--- src/rtl/mem_arbiter_pkg.sv ---
// Shared definitions for the instruction-refill / data-access memory arbiter.
package mem_arbiter_pkg;

    localparam int BLOCK_WORDS_DEFAULT = 4;

    typedef enum logic [1:0] {
        IDLE  = 2'd0,
        IFILL = 2'd1,
        DACC  = 2'd2
    } arb_state_e;

endpackage

--- src/rtl/rr_arb2.sv ---
// Two-way round-robin grant. Requester a is the instruction side and owns the
// last grant after reset, so b wins the first tie.
module rr_arb2 (
    input  logic clk,
    input  logic reset,
    input  logic req_a_i,
    input  logic req_b_i,
    input  logic take_i,
    output logic gnt_a_o,
    output logic gnt_b_o
);

    logic last_is_b_q;
    logic last_is_b_d;

    // On a tie the side that was not served last gets the grant.
    assign gnt_a_o = req_a_i & (~req_b_i | last_is_b_q);
    assign gnt_b_o = req_b_i & ~gnt_a_o;

    always_comb begin
        last_is_b_d = last_is_b_q;
        if (take_i) begin
            last_is_b_d = gnt_b_o;
        end
    end

    always_ff @(posedge clk or posedge reset) begin
        if (reset) begin
            last_is_b_q <= 1'b0;
        end else begin
            last_is_b_q <= last_is_b_d;
        end
    end

endmodule

--- src/rtl/mem_arbiter.sv ---
// Shares one main-memory port between I-cache line refills and data accesses.
// Request outputs are registered; done/refill strobes are combinational on mready.
module mem_arbiter
    import mem_arbiter_pkg::*;
#(
    parameter int BLOCK_WORDS = BLOCK_WORDS_DEFAULT
) (
    input  logic                           clk,
    input  logic                           reset,
    input  logic                           imiss,
    input  logic [31:0]                    imissaddr,
    input  logic                           dreq,
    input  logic                           dwe,
    input  logic [31:0]                    daddr,
    input  logic [31:0]                    dwdata,
    input  logic                           mready,
    input  logic [31:0]                    mrdata,
    output logic                           mreq,
    output logic                           mwe,
    output logic [31:0]                    maddr,
    output logic [31:0]                    mwdata,
    output logic                           irefill_we,
    output logic [$clog2(BLOCK_WORDS)-1:0] irefill_word,
    output logic [31:0]                    irefill_data,
    output logic                           irefill_done,
    output logic                           ddone,
    output logic [31:0]                    drdata,
    output logic                           stall_i,
    output logic                           stall_d
);

    localparam int IDX_W = $clog2(BLOCK_WORDS);
    localparam logic [IDX_W-1:0] LAST_BEAT = IDX_W'(BLOCK_WORDS - 1);

    arb_state_e        state_q, state_d;
    logic [IDX_W-1:0]  beat_q, beat_d;
    logic [IDX_W-1:0]  beat_nxt;
    logic              mreq_q, mreq_d;
    logic              mwe_q, mwe_d;
    logic [31:0]       maddr_q, maddr_d;
    logic [31:0]       mwdata_q, mwdata_d;
    logic [31:0]       drdata_q, drdata_d;
    logic              gnt_i, gnt_d;
    logic              take;
    logic              unused_addr_bits;

    assign unused_addr_bits = ^{imissaddr[IDX_W+1:0], daddr[1:0]};

    rr_arb2 u_rr_arb2 (
        .clk     (clk),
        .reset   (reset),
        .req_a_i (imiss),
        .req_b_i (dreq),
        .take_i  (take),
        .gnt_a_o (gnt_i),
        .gnt_b_o (gnt_d)
    );

    assign beat_nxt = beat_q + IDX_W'(1);

    always_comb begin
        state_d      = state_q;
        beat_d       = beat_q;
        mreq_d       = mreq_q;
        mwe_d        = mwe_q;
        maddr_d      = maddr_q;
        mwdata_d     = mwdata_q;
        drdata_d     = drdata_q;
        take         = 1'b0;
        irefill_we   = 1'b0;
        irefill_done = 1'b0;
        ddone        = 1'b0;
        unique case (state_q)
            IDLE: begin
                take = imiss | dreq;
                if (gnt_i) begin
                    state_d  = IFILL;
                    beat_d   = '0;
                    mreq_d   = 1'b1;
                    mwe_d    = 1'b0;
                    maddr_d  = {imissaddr[31:IDX_W+2], {IDX_W{1'b0}}, 2'b00};
                    mwdata_d = '0;
                end else if (gnt_d) begin
                    state_d  = DACC;
                    mreq_d   = 1'b1;
                    mwe_d    = dwe;
                    maddr_d  = {daddr[31:2], 2'b00};
                    mwdata_d = dwdata;
                end
            end
            IFILL: begin
                // Line base is taken from maddr_q so a dropped imiss cannot disturb the refill.
                if (mready) begin
                    irefill_we = 1'b1;
                    if (beat_q == LAST_BEAT) begin
                        irefill_done = 1'b1;
                        state_d      = IDLE;
                        mreq_d       = 1'b0;
                        beat_d       = '0;
                    end else begin
                        beat_d  = beat_nxt;
                        maddr_d = {maddr_q[31:IDX_W+2], beat_nxt, 2'b00};
                    end
                end
            end
            DACC: begin
                if (mready) begin
                    ddone   = 1'b1;
                    state_d = IDLE;
                    mreq_d  = 1'b0;
                    mwe_d   = 1'b0;
                    if (!mwe_q) begin
                        drdata_d = mrdata;
                    end
                end
            end
            default: begin
                state_d = IDLE;
                mreq_d  = 1'b0;
                mwe_d   = 1'b0;
            end
        endcase
    end

    always_ff @(posedge clk or posedge reset) begin
        if (reset) begin
            state_q  <= IDLE;
            beat_q   <= '0;
            mreq_q   <= 1'b0;
            mwe_q    <= 1'b0;
            maddr_q  <= '0;
            mwdata_q <= '0;
            drdata_q <= '0;
        end else begin
            state_q  <= state_d;
            beat_q   <= beat_d;
            mreq_q   <= mreq_d;
            mwe_q    <= mwe_d;
            maddr_q  <= maddr_d;
            mwdata_q <= mwdata_d;
            drdata_q <= drdata_d;
        end
    end

    assign mreq         = mreq_q;
    assign mwe          = mwe_q;
    assign maddr        = maddr_q;
    assign mwdata       = mwdata_q;
    assign drdata       = drdata_q;
    assign irefill_word = beat_q;
    assign irefill_data = irefill_we ? mrdata : 32'd0;
    assign stall_i      = imiss & ~irefill_done;
    assign stall_d      = dreq & ~ddone;

endmodule

--- config.mk ---
export PLATFORM = sky130hd
export DESIGN_NAME = mem_arbiter
export DESIGN_NICKNAME = d
export VERILOG_FILES = /design/src/rtl/mem_arbiter_pkg.sv /design/src/rtl/rr_arb2.sv /design/src/rtl/mem_arbiter.sv
export SDC_FILE = /design/constraint.sdc
export NUM_CORES = 1
export LEC_CHECK = 0
export BUFFER_PORTS_ARGS = -buffer_cell sky130_fd_sc_hd__buf_2
export CORE_MARGIN = 2
export CORE_UTILIZATION = 43
export CTS_CLUSTER_SIZE = 40
export DETAILED_ROUTE_END_ITERATION = 8
export PLACE_DENSITY_LB_ADDON = 0.12
export SETUP_SLACK_MARGIN = 0.02
export SLEW_MARGIN = 20
export SYNTH_ARGS = -nofsm -noshare
export SYNTH_HDL_FRONTEND = slang
export SYNTH_SLANG_ARGS = --single-unit
--- constraint.sdc ---
create_clock -name clk -period 3.6 [get_ports clk]
set_clock_uncertainty 0.1 [all_clocks]
set_input_delay 0.18 -clock clk [delete_from_list [all_inputs] [get_ports clk]]
set_output_delay 0.18 -clock clk [all_outputs]
set_load 0.03 [all_outputs]
* Word-level counts from Yosys, hierarchy flattened
Cells that the tools add are included.
Word-level totals: output and inout port bits 137, logic and storage cells 75, register bits 103, input port bits 134
Operators by class: bitwise gates (word level) 12, add/subtract/negate cells 1, eq/ne operators 9, mux-type cells 34, reduce and logical (&&, ||, !) cells 10
Operators by type and width (number):
- two-way mux 32 bit | 5
- one-hot mux 32 bit (2 select lines) | 1
- two-way mux 2 bit | 8
- two-way mux 1 bit | 14
- AND reduction 3 bit | 4
- two-way mux 4 bit | 2
- != test 2 bit, second input constant | 4
- AND reduction 4 bit | 2
- NOT 1 bit | 6
- one-hot mux 1 bit (3 select lines) | 2
- one-hot mux 2 bit (3 select lines) | 1
- bitwise AND 1 bit | 4
- == test 2 bit, second input constant | 2
- one-hot mux 2 bit (2 select lines) | 1
- nonzero test 2 bit | 2
- != test 3 x 2 -> 1 bit, second input constant | 1
- adder 2 x 1 -> 2 bit, second input constant | 1
- == test 2 x 1 -> 1 bit, second input constant | 1
- logical NOT 2 bit | 1
- != test 2 x 1 -> 1 bit, second input constant | 1
- OR 1 bit | 2
- AND reduction 2 bit | 1

* Depth between registers and ports, before layout
word-level depth 8, depth in mapped cells 6, mapped depth without buffers 5

* Modules after synthesis
Synthesis repeated with hierarchy kept, for this count alone.
Second synthesis, totals: cell total of the unflattened synthesis 363, area, all modules 4628.2 µm²
Modules (own cells, without submodules):
- mem_arbiter | seq. area each 2502.4 µm², area an instance 4561.9 µm², cells each 357, times used 1
- rr_arb2 | seq. area each 25.0 µm², area an instance 66.3 µm², cells each 6, times used 1

* Worst setup path after synthesis
No wires, ideal clock.
path kind register to output, start register beat_q[0], in the netlist irefill_word[0], end output port stall_i, stages on the path, launching flop included 4, slack 1.788 ns, arrival 1.532 ns, data required time 3.320 ns, buffers on the path 0, path through dfrtp_1 ha_1 and2_1 nor2b_1
On the way: word-level cells in the longest chain between the ends 6
Ends and longest elaborated chain:
- from (decl) | RTL line mem_arbiter.sv:36 | logic [IDX_W-1:0] beat_q, beat_d;
- from (signal assigned) | RTL line mem_arbiter.sv:136 | beat_q <= beat_d;
- == test 2 bit | RTL line mem_arbiter.sv:95 | if (beat_q == LAST_BEAT) begin
- two-way mux 1 bit | RTL line mem_arbiter.sv:95
- two-way mux 1 bit | RTL line mem_arbiter.sv:93 | if (mready) begin
- two-way mux 1 bit | RTL line mem_arbiter.sv:73 | unique case (state_q)
- via irefill_done | RTL line mem_arbiter.sv:25 | output logic irefill_done,
- NOT 1 bit | RTL line mem_arbiter.sv:152 | assign stall_i = imiss & ~irefill_done;
- bitwise AND 1 bit | RTL line mem_arbiter.sv:152
- to (decl) | RTL line mem_arbiter.sv:28 | output logic stall_i,
The timed path passes the listed nets, and every way through them passes these cells.

* Worst setup path in the final report
start register state_q[0], end output port stall_i
On the way: word-level cells in the longest chain between the ends 4
Ends and longest elaborated chain:
- from (decl) | RTL line mem_arbiter.sv:35 | arb_state_e state_q, state_d;
- from (signal assigned) | RTL line mem_arbiter.sv:135 | state_q <= state_d;
- == test 2 x 1 -> 1 bit | RTL line mem_arbiter.sv:73
- two-way mux 1 bit | RTL line mem_arbiter.sv:73
- NOT 1 bit | RTL line mem_arbiter.sv:152
- bitwise AND 1 bit | RTL line mem_arbiter.sv:152
No other way between the ends.

==> results.md <==
* Status: finished, final reports clean
* Commonest cells in the netlist: dfrtp_1, nand2_1, and2_1, a22o_1, o21ai_0
* Vias at between 3000 and 4000
* Synth Instances at around 360
* Post-CTS Setup Bufs at 0
* CP startpoint kind: register
* Register area share after synthesis at 0.581
* Post-Syn Area per Cell at between 10 and 15 um2
* Mux cell area share after synthesis at 0.155
* Post-synth ARST share at 1.00
* CTS tree: built
* Synth warnings at 0
* DRT iter0 DRCs at ~120
* Clock Tree Buf Depth at 2
* Leak at 3.62 nW
* Compound-Gate Fraction of Synth Area at 0.120
* Clk_lat worst skew at between 0.3 and 0.4 ns
* # fillers at 759
* Final instance area at about 0.0066 mm2
* Top-count cell post-synth: dfrtp_1
* Largest cells by area after synthesis: dfrtp_1, mux2_2, a22o_1, mux2i_1, and2_1
* Number of synthesized register bits at roughly 100
* Sink Count at 101
* Req. time, crit path at between 3 and 4 ns
* Grt ovf at 0
* First-pass GRT wire length at between 15 and 20 mm
* Mapped Area at ~0.0044 mm2
* DRC Markers at 0
* Vias per inst at 4.77
* Area delta synth->final at 52.6%
* Gate power share at 0.519
* Sw Share at 0.463
* CTS root buf: clkbuf_8
* Tmin final at about 2.7 ns
* Initial cell density of the core at 0.443
* Htree depth at 3
* Tcrit/Tclk final at 0.763
* Sequential share of power at 0.345
* Pwr per Cell Area at 864 mW/mm2
* Slew margin rel. at 0.339
* Crit path max fanout at 34
* Simple-gate portion of the synthesized area at 0.106
* Antenna-violating nets left at 0
* Power share of the clock group at 0.136
* Layout cells sized above 1 at 0.462
* N_diodes at 0
* Tot Pwr at 0.00574 W
* Post-Synth Adder-Cell Area at 0.00288
* DRT Wirelength at roughly 12 mm
* Max-slew violations at 0
* Placed Area at 0.00573 mm2
* Setup TNS at 0 ns
* Core region area at 0.00982 mm2
* Port buffer count at about 260
* Post-synth top flop: dfrtp_1
* CP Data Arrival Time at around 2.5 ns
* Fin. Hold Viols at 0
* Psw at approximately 0.0027 W
* Gr usage total at 0.220
* Share of the synthesized area in the top cell type at 0.581
* Area leader, netlist: dfrtp_1
* CTS Hold Bufs at just under 70
* Top achievable clock speed at approximately 360 MHz
* Setup violations, final at 0
* Worst-margin pin slew at a little under 1 ns
* VDD IR max at ~420 uV
* Max_cap viols at 0
* Vias in the first global route at around 4000
* Avg WL per Cell at approximately 15 um
* Nets at about 810
* Post-CTS Resized at 0
* Clk slew on worst S/H paths at roughly 0.1 ns
* Post-synthesis xor/xnor area fraction at 0
* Largest family of logic cells by synthesized area: multiplexers
* Drt pass-1 iters at 4
* Antenna violations before repair at 0
* Yosys cell types at 33
* Die area at between 0.01 and 0.015 mm2
* Crit path kind: register to primary output
* Placed wire-length estimate at 8.12 mm
* Worst setup EP type: primary output
* Num CTS Buffers at 9
* Unrepaired setup endpoints after global routing: no
* EDFF count, synth at 0
* Hold WC Path Type: input port to register
* Site Rows at 36
* Largest net degree at the start of global routing at approximately 70
* Top Ports at approximately 270
* Die width at 105 um
* Cell Int Power at roughly 0.003 W
* GP Congestion at around 0.74
* Die H at about 100 um
## power by group through the flow
stage | sequential, W | combinational (W) | clock [W]
detailed placement | 0.00198 | 0.00294 | 0
global route | 0.00207 | 0.00316 | 0.000841
finish | 0.00198 | 0.00297 | 0.000781
floorplan | 0.00305 | 0.000967 | 0
CTS | 0.00198 | 0.00299 | 0.000807
global placement | 0.00198 | 0.00289 | 0
## worst paths after layout
path	startpoint	endpoint	slack, ns	depth (start not counted)
max	state_q[0]	stall_i	0.85	5
min	imissaddr[6]	maddr[6]	0.02	3
max reg2reg	u_rr_arb2.last_is_b_q	maddr[27]	1.27	5
min reg2reg	maddr[23]	maddr[23]	0.38	2
max in group asynchronous	reset	maddr[30]	2.03	4
min in group asynchronous	reset	mwdata[16]	0.44	3
## final cells by class
class	count	area, um2	share of cell area
Clock buffer	12	145	0.0219
Multi-Input combinational cell	228	1690	0.254
Timing Repair Buffer	335	2030	0.306
Tap cell	133	166	0.0251
Sequential cell	101	2530	0.381
Clock inverter	3	68.8	0.0104
Inverter	3	13.8	0.00207
## routing by layer
metal	track usage	up-vias	wire length, um
li1	-	1884	-
met1	0.250	1820	4860
met2	0.402	163	6120
met3	0.0512	19	835
met4	0.0829	0	248
met5	0	-	0
## cells in the final DEF, fill, tap and decap left out, types with 3 or more instances in the layout
cell type	count
buf_2	262
nor2_2	4
buf_4	4
clkbuf_8	10
mux2_2	27
dfrtp_1	101
a22o_1	34
mux2_1	8
mux2i_1	28
o21ai_0	30
nand2_1	35
dlygate4sd3_1	69
and2_1	35
a21oi_1	3
## state kept, by name, summed over array words and instances, names as in the netlist
signal	count
drdata	32
mreq	1
irefill_word	2
maddr	30
mwe	1
u_rr_arb2.last_is_b_q	1
state_q	2
mwdata	32
## metrics by stage
step	utilization	setup slack [ns]	cells	hold WS (ns)
2_1_floorplan	-	0.673	357	0.177
3_3_place_gp	0.584	1.33	731	0.296
3_5_place_dp	0.584	1.21	731	0.301
4_1_cts	0.676	0.784	815	0.000641
5_1_grt	0.676	0.586	815	0.0125
6_report	0.676	0.853	815	0.0210
## cells by family (layout without fill, tap and decap cells)
kind of cell,after synthesis,count (layout)
muxes,63,63
and+or+nand+nor,87,87
buffers and inverters,28,353
other,1,2
AOI/OAI and AO/OA,75,75
adders and majority gates,1,1
DFF,101,101
## worst max-delay path, stage by stage, from the launching register on
cell and delay [ns]:
dfrtp_1 0.63, nand2b_1 0.21, nor2_2 0.79, and2_1 0.25, nor2b_1 0.05, buf_2 0.17
No activity file was read; power rests on OpenSTA's default activity.
